--- src/rtl/keypad_pkg.sv ---
// Shared types and tables for the keypad letter-entry block: FSM states,
// the 5-bit key code, the '*'/'#' codes and the digit-to-letter-group table.
package keypad_pkg;

  typedef enum logic {
    IDLE    = 1'b0,
    PENDING = 1'b1
  } state_t;

  typedef struct packed {
    logic       valid;
    logic [1:0] row;
    logic [1:0] col;
  } key_code_t;

  typedef struct packed {
    logic [7:0] first;
    logic [2:0] size;
  } grp_t;

  localparam key_code_t KEY_STAR = '{valid: 1'b1, row: 2'd3, col: 2'd0};
  localparam key_code_t KEY_HASH = '{valid: 1'b1, row: 2'd3, col: 2'd2};
  localparam logic [3:0] NO_DIGIT = 4'hF;

  // A zero group size marks a digit that carries no letters.
  localparam grp_t [0:9] GRP_TABLE = '{
    '{first: 8'h00, size: 3'd0},
    '{first: 8'h00, size: 3'd0},
    '{first: 8'h41, size: 3'd3},
    '{first: 8'h44, size: 3'd3},
    '{first: 8'h47, size: 3'd3},
    '{first: 8'h4A, size: 3'd3},
    '{first: 8'h4D, size: 3'd3},
    '{first: 8'h50, size: 3'd4},
    '{first: 8'h54, size: 3'd3},
    '{first: 8'h57, size: 3'd4}
  };

  function automatic logic [3:0] key_digit(key_code_t k);
    if (!k.valid) return NO_DIGIT;
    if (k.row != 2'd3 && k.col != 2'd3)
      return 4'({2'b00, k.row}) * 4'd3 + 4'({2'b00, k.col}) + 4'd1;
    if (k.row == 2'd3 && k.col == 2'd1) return 4'd0;
    return NO_DIGIT;
  endfunction

endpackage

--- src/rtl/keypad_letter_entry_if.sv ---
// Letter output bundle: committed letter pulse plus the in-progress letter.
interface keypad_letter_entry_if;
  logic [7:0] msg;
  logic       ready;
  logic       pending_valid;
  logic [7:0] pending_char;

  modport master (output msg, output ready, output pending_valid, output pending_char);
  modport slave  (input  msg, input  ready, input  pending_valid, input  pending_char);
endinterface

--- src/rtl/keypad_scanner.sv ---
// Row rotation, column synchroniser, per-scan key decode, debounce and
// one-cycle press-event generation for a 4x4 matrix keypad.
module keypad_scanner
  import keypad_pkg::*;
#(
  parameter int SCAN_CYCLES    = 1000,
  parameter int DEBOUNCE_SCANS = 3
) (
  input  logic      clk,
  input  logic      nRst,
  input  logic [3:0] col,
  output logic [3:0] row,
  output key_code_t key_code,
  output logic      press_evt
);

  localparam int SC_W = $clog2(SCAN_CYCLES + 1);
  localparam int DB_W = $clog2(DEBOUNCE_SCANS + 1);
  localparam logic [SC_W-1:0] SLOT_LAST = SC_W'(SCAN_CYCLES - 1);
  localparam logic [DB_W-1:0] DB_TARGET = DB_W'(DEBOUNCE_SCANS);

  logic [3:0]      col_p0, col_p1;
  logic [SC_W-1:0] slot_cnt;
  logic [1:0]      row_idx;
  logic [1:0]      hit_cnt;
  logic [1:0]      hit_row, hit_col;
  key_code_t       last_code, deb_code;
  logic [DB_W-1:0] stable_cnt;

  logic [2:0]      n_col, tot;
  logic [1:0]      n_sat, hit_sum, c_idx, sum_row, sum_col;
  key_code_t       scan_code;
  logic [DB_W-1:0] stable_next;

  assign row = 4'b0001 << row_idx;

  // Contact count saturates at 2: anything above one contact is "none".
  always_comb begin
    n_col = 3'(col_p1[0]) + 3'(col_p1[1]) + 3'(col_p1[2]) + 3'(col_p1[3]);
    n_sat = (n_col > 3'd1) ? 2'd2 : n_col[1:0];
    c_idx = 2'd0;
    for (int i = 3; i >= 0; i--) if (col_p1[i]) c_idx = 2'(i);
    tot     = 3'(hit_cnt) + 3'(n_sat);
    hit_sum = (tot > 3'd1) ? 2'd2 : tot[1:0];
    sum_row = (n_sat == 2'd1) ? row_idx : hit_row;
    sum_col = (n_sat == 2'd1) ? c_idx   : hit_col;
    scan_code = '0;
    if (hit_sum == 2'd1) scan_code = '{valid: 1'b1, row: sum_row, col: sum_col};
    stable_next = DB_W'(1);
    if (scan_code == last_code)
      stable_next = (stable_cnt == DB_TARGET) ? stable_cnt : stable_cnt + DB_W'(1);
  end

  always_ff @(posedge clk) begin
    if (!nRst) begin
      col_p0     <= '0;
      col_p1     <= '0;
      slot_cnt   <= '0;
      row_idx    <= '0;
      hit_cnt    <= '0;
      hit_row    <= '0;
      hit_col    <= '0;
      last_code  <= '0;
      deb_code   <= '0;
      stable_cnt <= '0;
      key_code   <= '0;
      press_evt  <= 1'b0;
    end else begin
      col_p0    <= col;
      col_p1    <= col_p0;
      press_evt <= 1'b0;
      if (slot_cnt == SLOT_LAST) begin
        slot_cnt <= '0;
        row_idx  <= row_idx + 2'd1;
        if (row_idx != 2'd3) begin
          hit_cnt <= hit_sum;
          hit_row <= sum_row;
          hit_col <= sum_col;
        end else begin
          // Full scan complete: feed the debouncer and start a fresh scan.
          hit_cnt    <= '0;
          last_code  <= scan_code;
          stable_cnt <= stable_next;
          if (stable_next == DB_TARGET) begin
            deb_code <= scan_code;
            if (!deb_code.valid && scan_code.valid) begin
              press_evt <= 1'b1;
              key_code  <= scan_code;
            end
          end
        end
      end else begin
        slot_cnt <= slot_cnt + SC_W'(1);
      end
    end
  end

endmodule

--- src/rtl/keypad_letter_entry.sv ---
// Keypad multi-tap letter entry: scans/debounces the keypad and emits one
// ASCII letter per commit. Define KEYPAD_AUTOCOMMIT_EN for inactivity auto-commit.
module keypad_letter_entry
  import keypad_pkg::*;
#(
  parameter int SCAN_CYCLES    = 1000,
  parameter int DEBOUNCE_SCANS = 3,
  parameter int TAP_TIMEOUT    = 12000000
) (
  input  logic       clk,
  input  logic       nRst,
  input  logic [3:0] col,
  output logic [3:0] row,
  keypad_letter_entry_if.master tx
);

  if (TAP_TIMEOUT < 2) begin : g_cfg_check
    $error("TAP_TIMEOUT must be at least 2");
  end

  key_code_t  key_code;
  logic       press_evt;
  state_t     state;
  logic [1:0] tap_idx, tap_next;
  logic [3:0] cur_digit, evt_digit;
  grp_t       cur_grp, evt_grp;
  logic       evt_letter;

  keypad_scanner #(
    .SCAN_CYCLES    (SCAN_CYCLES),
    .DEBOUNCE_SCANS (DEBOUNCE_SCANS)
  ) u_scan (
    .clk       (clk),
    .nRst      (nRst),
    .col       (col),
    .row       (row),
    .key_code  (key_code),
    .press_evt (press_evt)
  );

  always_comb begin
    evt_digit  = key_digit(key_code);
    evt_grp    = (evt_digit <= 4'd9) ? GRP_TABLE[evt_digit] : '0;
    evt_letter = (evt_grp.size != 3'd0);
    cur_grp    = (cur_digit <= 4'd9) ? GRP_TABLE[cur_digit] : '0;
    tap_next   = (3'(tap_idx) + 3'd1 == cur_grp.size) ? 2'd0 : tap_idx + 2'd1;
  end

`ifdef KEYPAD_AUTOCOMMIT_EN
  localparam int TMR_W = $clog2(TAP_TIMEOUT);
  localparam logic [TMR_W-1:0] TMR_LAST = TMR_W'(TAP_TIMEOUT - 1);
  logic [TMR_W-1:0] idle_tmr;
`endif

  always_ff @(posedge clk) begin
    if (!nRst) begin
      state            <= IDLE;
      tap_idx          <= '0;
      cur_digit        <= '0;
      tx.msg           <= '0;
      tx.ready         <= 1'b0;
      tx.pending_valid <= 1'b0;
      tx.pending_char  <= '0;
`ifdef KEYPAD_AUTOCOMMIT_EN
      idle_tmr         <= '0;
`endif
    end else begin
      tx.ready <= 1'b0;
      if (press_evt) begin
        if (evt_letter) begin
          if (state == PENDING && evt_digit == cur_digit) begin
            tap_idx         <= tap_next;
            tx.pending_char <= cur_grp.first + 8'(tap_next);
          end else begin
            // A different group commits the old letter while the new one loads.
            if (state == PENDING) begin
              tx.ready <= 1'b1;
              tx.msg   <= tx.pending_char;
            end
            state            <= PENDING;
            tx.pending_valid <= 1'b1;
            cur_digit        <= evt_digit;
            tap_idx          <= '0;
            tx.pending_char  <= evt_grp.first;
          end
`ifdef KEYPAD_AUTOCOMMIT_EN
          idle_tmr <= '0;
`endif
        end else if (state == PENDING && key_code == KEY_HASH) begin
          tx.ready         <= 1'b1;
          tx.msg           <= tx.pending_char;
          state            <= IDLE;
          tx.pending_valid <= 1'b0;
          tx.pending_char  <= '0;
        end else if (state == PENDING && key_code == KEY_STAR) begin
          state            <= IDLE;
          tx.pending_valid <= 1'b0;
          tx.pending_char  <= '0;
        end
      end
`ifdef KEYPAD_AUTOCOMMIT_EN
      else if (state == PENDING) begin
        if (idle_tmr == TMR_LAST) begin
          tx.ready         <= 1'b1;
          tx.msg           <= tx.pending_char;
          state            <= IDLE;
          tx.pending_valid <= 1'b0;
          tx.pending_char  <= '0;
        end else begin
          idle_tmr <= idle_tmr + TMR_W'(1);
        end
      end
`endif
    end
  end

endmodule

--- src/flat_wrapper.sv ---
// flat-port wrapper written by rule: the top's interface ports become plain ports
module keypad_letter_entry_flat import keypad_pkg::*;
#(
  parameter int SCAN_CYCLES    = 1000,
  parameter int DEBOUNCE_SCANS = 3,
  parameter int TAP_TIMEOUT    = 12000000
)
  (clk, nRst, col, row, tx_msg, tx_ready, tx_pending_valid, tx_pending_char);
  keypad_letter_entry_if tx_i ();
  input  logic clk;
  input  logic nRst;
  input  logic [3:0] col;
  output logic [3:0] row;
  output wire logic [$bits(tx_i.msg)-1:0] tx_msg;
  output wire logic [$bits(tx_i.ready)-1:0] tx_ready;
  output wire logic [$bits(tx_i.pending_valid)-1:0] tx_pending_valid;
  output wire logic [$bits(tx_i.pending_char)-1:0] tx_pending_char;
  assign tx_msg = tx_i.msg;
  assign tx_ready = tx_i.ready;
  assign tx_pending_valid = tx_i.pending_valid;
  assign tx_pending_char = tx_i.pending_char;
  keypad_letter_entry #(.SCAN_CYCLES(SCAN_CYCLES), .DEBOUNCE_SCANS(DEBOUNCE_SCANS), .TAP_TIMEOUT(TAP_TIMEOUT)) u_core (.clk(clk), .nRst(nRst), .col(col), .row(row), .tx(tx_i));
endmodule
--- config.mk ---
export PLATFORM = sky130hd
export DESIGN_NAME = keypad_letter_entry_flat
export DESIGN_NICKNAME = d
export VERILOG_FILES = /design/src/rtl/keypad_pkg.sv /design/src/rtl/keypad_letter_entry_if.sv /design/src/rtl/keypad_scanner.sv /design/src/rtl/keypad_letter_entry.sv /design/src/flat_wrapper.sv
export SDC_FILE = /design/constraint.sdc
export NUM_CORES = 1
export LEC_CHECK = 0
export CELL_PAD_IN_SITES_DETAIL_PLACEMENT = 1
export CELL_PAD_IN_SITES_GLOBAL_PLACEMENT = 1
export CORE_ASPECT_RATIO = 1.5
export CORE_MARGIN = 4
export CORE_UTILIZATION = 45
export DETAILED_ROUTE_END_ITERATION = 10
export GPL_TIMING_DRIVEN = 0
export PLACE_DENSITY = 0.83
export SLEW_MARGIN = 25
export SYNTH_ARGS = -nofsm -noshare
export SYNTH_HDL_FRONTEND = slang
export SYNTH_HIERARCHICAL = 1
export SYNTH_SLANG_ARGS = --single-unit
--- constraint.sdc ---
create_clock -name clk -period 5.4 [get_ports clk]
set_clock_uncertainty 0.1 [all_clocks]
set_input_delay 0.81 -clock clk [delete_from_list [all_inputs] [get_ports clk]]
set_output_delay 0.81 -clock clk [all_outputs]
set_load 0.03 [all_outputs]
==> results.md, run 1 <==
* Via density at 5.50
* Endpoints failing setup at 0
* Core area at 8110 sq um
* Final Hold Slack at 0.332 ns
* Vias in the first global route at 3390
* Peak supply drop at 0.224 mV
* Root Driver: clkbuf_16
* Pwr Density at 256 nW/um^2
* Num CTS Buffers at 9
* Hold Vio Cnt, Final at 0
* Clock sink total at 62
* Synth Instances at 422
* Ys async rst share at 0%
* Setup TNS Final at 0 ns
* Crit end category: flop
* WS Path Type: reg2reg
* Worst-Margin Slew at 0.746 ns
* GRT Overall Usage at 20.4%
* Synth area leader: dfxtp_1
* Synth Area in Simple Gates at 24.5%
* DRT Wirelength at 9830 um
* Synthesized flop and latch total at 62
* Largest family of logic cells by synthesized area: simple AND/OR/NAND/NOR gates
* Syn-to-layout area delta at 18.7%
* Post-CTS setup buffers at 0
* Area contributors post-synth: dfxtp_1 (33%), ha_1 (8.2%), mux2i_1 (4.5%)
* CTS tree: yes
* Total gr overflow at 0
* TritonRoute pass-1 iters at 4
* Final ANT Viol Nets at 0
* Initial Util at 46.9%
* Initial DRC Count at 96
* Post-Synth Adder-Cell Area at 10.9%
* Slew Limit Fails at 0
* Yosys Warn Count at 6
* Primary FF master, synth: dfxtp_1
* Minimum clock period at 4.83 ns
* Initial antenna violation count at 0
* Crit Path Max Fanout at 10
* CP startpoint kind: flop
* Syn Area/Cell at 9.01 sq um
* I/O pins at 28
* FP Rows at 40
* Antenna diode count at 0
* Vias at 3122
* Port bufs at 25
* WP data arrival at 4.99 ns
* Fin cells at 568
* Leakage at 1.69 nW
* First-pass GRT wire length at 16400 um
* Required time worst endpoint at 5.56 ns
* Skew-Pair Late Insertion Delay at 0.33 ns
* Placer Congestion at 0.832
* DRC at 0
* Post-detailed-route wirelength per cell at 17.3 um
* Fmax achieved at 207 MHz
* H-tree levels at 3
* RSZ-0062 raised after global routing: no
* Dpl cells at 553
* Die X at 83.1 um
* Filler Cells Inserted at 958
* Mapped Area at 3800 sq um
* Post-layout util at 55.6%
* Largest net degree at the start of global routing at 11
* Mux contribution to synthesized area at 6.42%
* CTS-repair resized insts at 0
* Fin nets at 495
* Top-area cell type share of the netlist area at 32.6%
* Min-delay worst type: reg2reg
* Compound-gate portion of the synthesized area at 15.7%
* Register area share after synthesis at 32.6%
* Die ar. at 10000 sq um
* Final HPWL DP at 7420 um
* Post-synth EDFFs at 0
* Post-Synth XOR/XNOR Area at 3.92%
* Deepest clock path buffer count at 2
* Status: complete, no violations
* Layout cells sized above 1 at 12.7%
* Post-cts hold buffer count at 0
* Synth unique cells at 78
* Die height at 121 um
* Clock-pin transition on the worst setup and hold timing paths at 0.05 ns
* Number of max-cap violations at 0
* Tcrit/Tclk final at 89.4%
* Relative slew margins at 49.8%
## sequential cells by signal (all words and copies together), names as in the netlist, 4 cells and up
| signal | flops |
|---|---|
| u_core/u_scan/col_p0 | 4 |
| u_core/u_scan/key_code | 5 |
| u_core/tx.pending_char | 7 |
| u_core/cur_digit | 4 |
| u_core/u_scan/last_code | 5 |
| u_core/u_scan/slot_cnt | 10 |
| u_core/tx.msg | 7 |
| u_core/u_scan/col_p1 | 4 |
## cell families after synthesis
logic type | after synthesis
AO/OA/AOI/OAI | 77
XOR/XNOR | 17
adder cells (fa/ha/maj) | 30
buffers and inverters | 44
flip-flops | 62
multiplexers | 22
other | 1
AND/OR/NAND/NOR | 169
## power breakdown
| part | switching [W] | leakage (nW) | total (W) | internal (W) |
|---|---|---|---|---|
| Sequential | 0.00000332 | 0.502 | 0.000466 | 0.000463 |
| Combinational | 0.0000364 | 1.04 | 0.0000619 | 0.0000255 |
| Clock | 0.000201 | 0.155 | 0.000627 | 0.000426 |
## layout by cell type (no fill, tap or decap), types with 4 or more instances in the layout
cell / count
nand2_1: 43
and2_1: 15
a21oi_1: 19
ha_1: 25
and3_1: 5
inv_1: 23
fa_1: 5
o21ai_0: 11
o22ai_1: 5
nand3_1: 18
clkbuf_16: 9
nor2b_1: 11
clkbuf_1: 6
o211a_1: 4
nor3_1: 5
xnor2_1: 14
buf_4: 4
nand2b_1: 11
nor2_1: 28
o21a_1: 4
mux2i_1: 17
clkdlybuf4s50_1: 25
dfxtp_1: 62
nand4_1: 5
buf_2: 6
a31oi_1: 5
## through the flow
step | worst slack (ns) | instance area (sq um) | power, W
3_5_place_dp | 0.575 | 4190 | 0.000537
4_1_cts | 0.544 | 4510 | 0.00117
5_1_grt | 0.287 | 4510 | 0.00120
2_1_floorplan | 1.10 | 3810 | 0.000519
3_3_place_gp | 0.762 | 4190 | 0.000535
6_report | 0.570 | 4510 | 0.00116
## metal layers
metal / up-vias / wire (um) / global-route usage, %
li1: 1540 / - / -
met1: 1517 / 3640 / 19.5
met2: 43 / 5720 / 41.1
met3: 22 / 210 / 3.48
met4: 0 / 255 / 10.0
met5: - / 0 / 0
## worst paths after layout
kind         cells past startpoint                    start  slack (ns)                   endpoint
min reg2reg                      1  u_core/u_scan/col_p0[2]        0.33    u_core/u_scan/col_p1[2]
min                              1  u_core/u_scan/col_p0[2]        0.33    u_core/u_scan/col_p1[2]
max                             18  u_core/u_scan/col_p1[0]        0.57  u_core/u_scan/key_code[0]
max reg2reg                     18  u_core/u_scan/col_p1[0]        0.57  u_core/u_scan/key_code[0]
## critical path, cell delays in order, from the launching register on
cell	delay (ns)
dfxtp_1	0.31
inv_1	0.10
fa_1	0.55
inv_1	0.05
ha_1	0.19
inv_1	0.07
ha_1	0.23
or3b_4	0.41
clkinv_4	0.10
ha_1	0.15
inv_1	0.05
fa_1	0.52
nand3_1	0.17
dlygate4sd1_1	0.39
a21oi_1	0.46
o221a_2	0.35
and4b_1	0.23
buf_6	0.13
mux2i_1	0.18
## Yosys cell counts, types with 2 or more instances
master and count:
dfxtp_1 62, fa_1 5, xor2_1 3, nand3b_1 2
buf_6 3, ha_1 25, buf_4 4, and2_1 15
a21oi_1 19, o221a_2 2, o2111ai_1 2, nand2_1 43
inv_1 23, o31ai_2 2, mux2i_1 17, o211a_1 4
xnor2_1 14, nor2b_1 11, or3_1 3, o22ai_1 5
or2_2 2, clkbuf_1 5, nand3_1 18, a31oi_1 5
o211ai_1 2, nor4_2 2, nand2b_1 11, and3_1 5
nor2_1 28, o21ai_0 11, buf_2 6, nand4_1 5
mux2_2 2, a211oi_1 3, nor3_1 5, and4_1 3
o21a_1 4
## final cells by class
cell class | instances | area (sq um) | share of cell area [%]
Buffer | 19 | 121 | 2.69
Clock buffer | 12 | 256 | 5.68
Clock inverter | 3 | 67.6 | 1.50
Inverter | 25 | 98.8 | 2.19
Multi-Input combinational cell | 317 | 2340 | 52.0
Sequential cell | 62 | 1240 | 27.5
Tap cell | 105 | 131 | 2.91
Timing Repair Buffer | 25 | 250 | 5.55
(Power assumes the default switching activity.)
==> run 2, diff against run 1 <==
==> constraint.sdc (replaced) <==
create_clock -name clk -period 5.4 [get_ports clk]
set_clock_uncertainty 0.1 [all_clocks]
set_input_delay 0.81 -clock clk [delete_from_list [all_inputs] [get_ports clk]]
set_output_delay 0.81 -clock clk [all_outputs]
set_load 0.005 [all_outputs]
==> results of run 2 <==
The final DEF is identical to that of run 1. Status: complete, no violations.
Among the figures that moved: total power 0.00116 W -> 0.00115 W
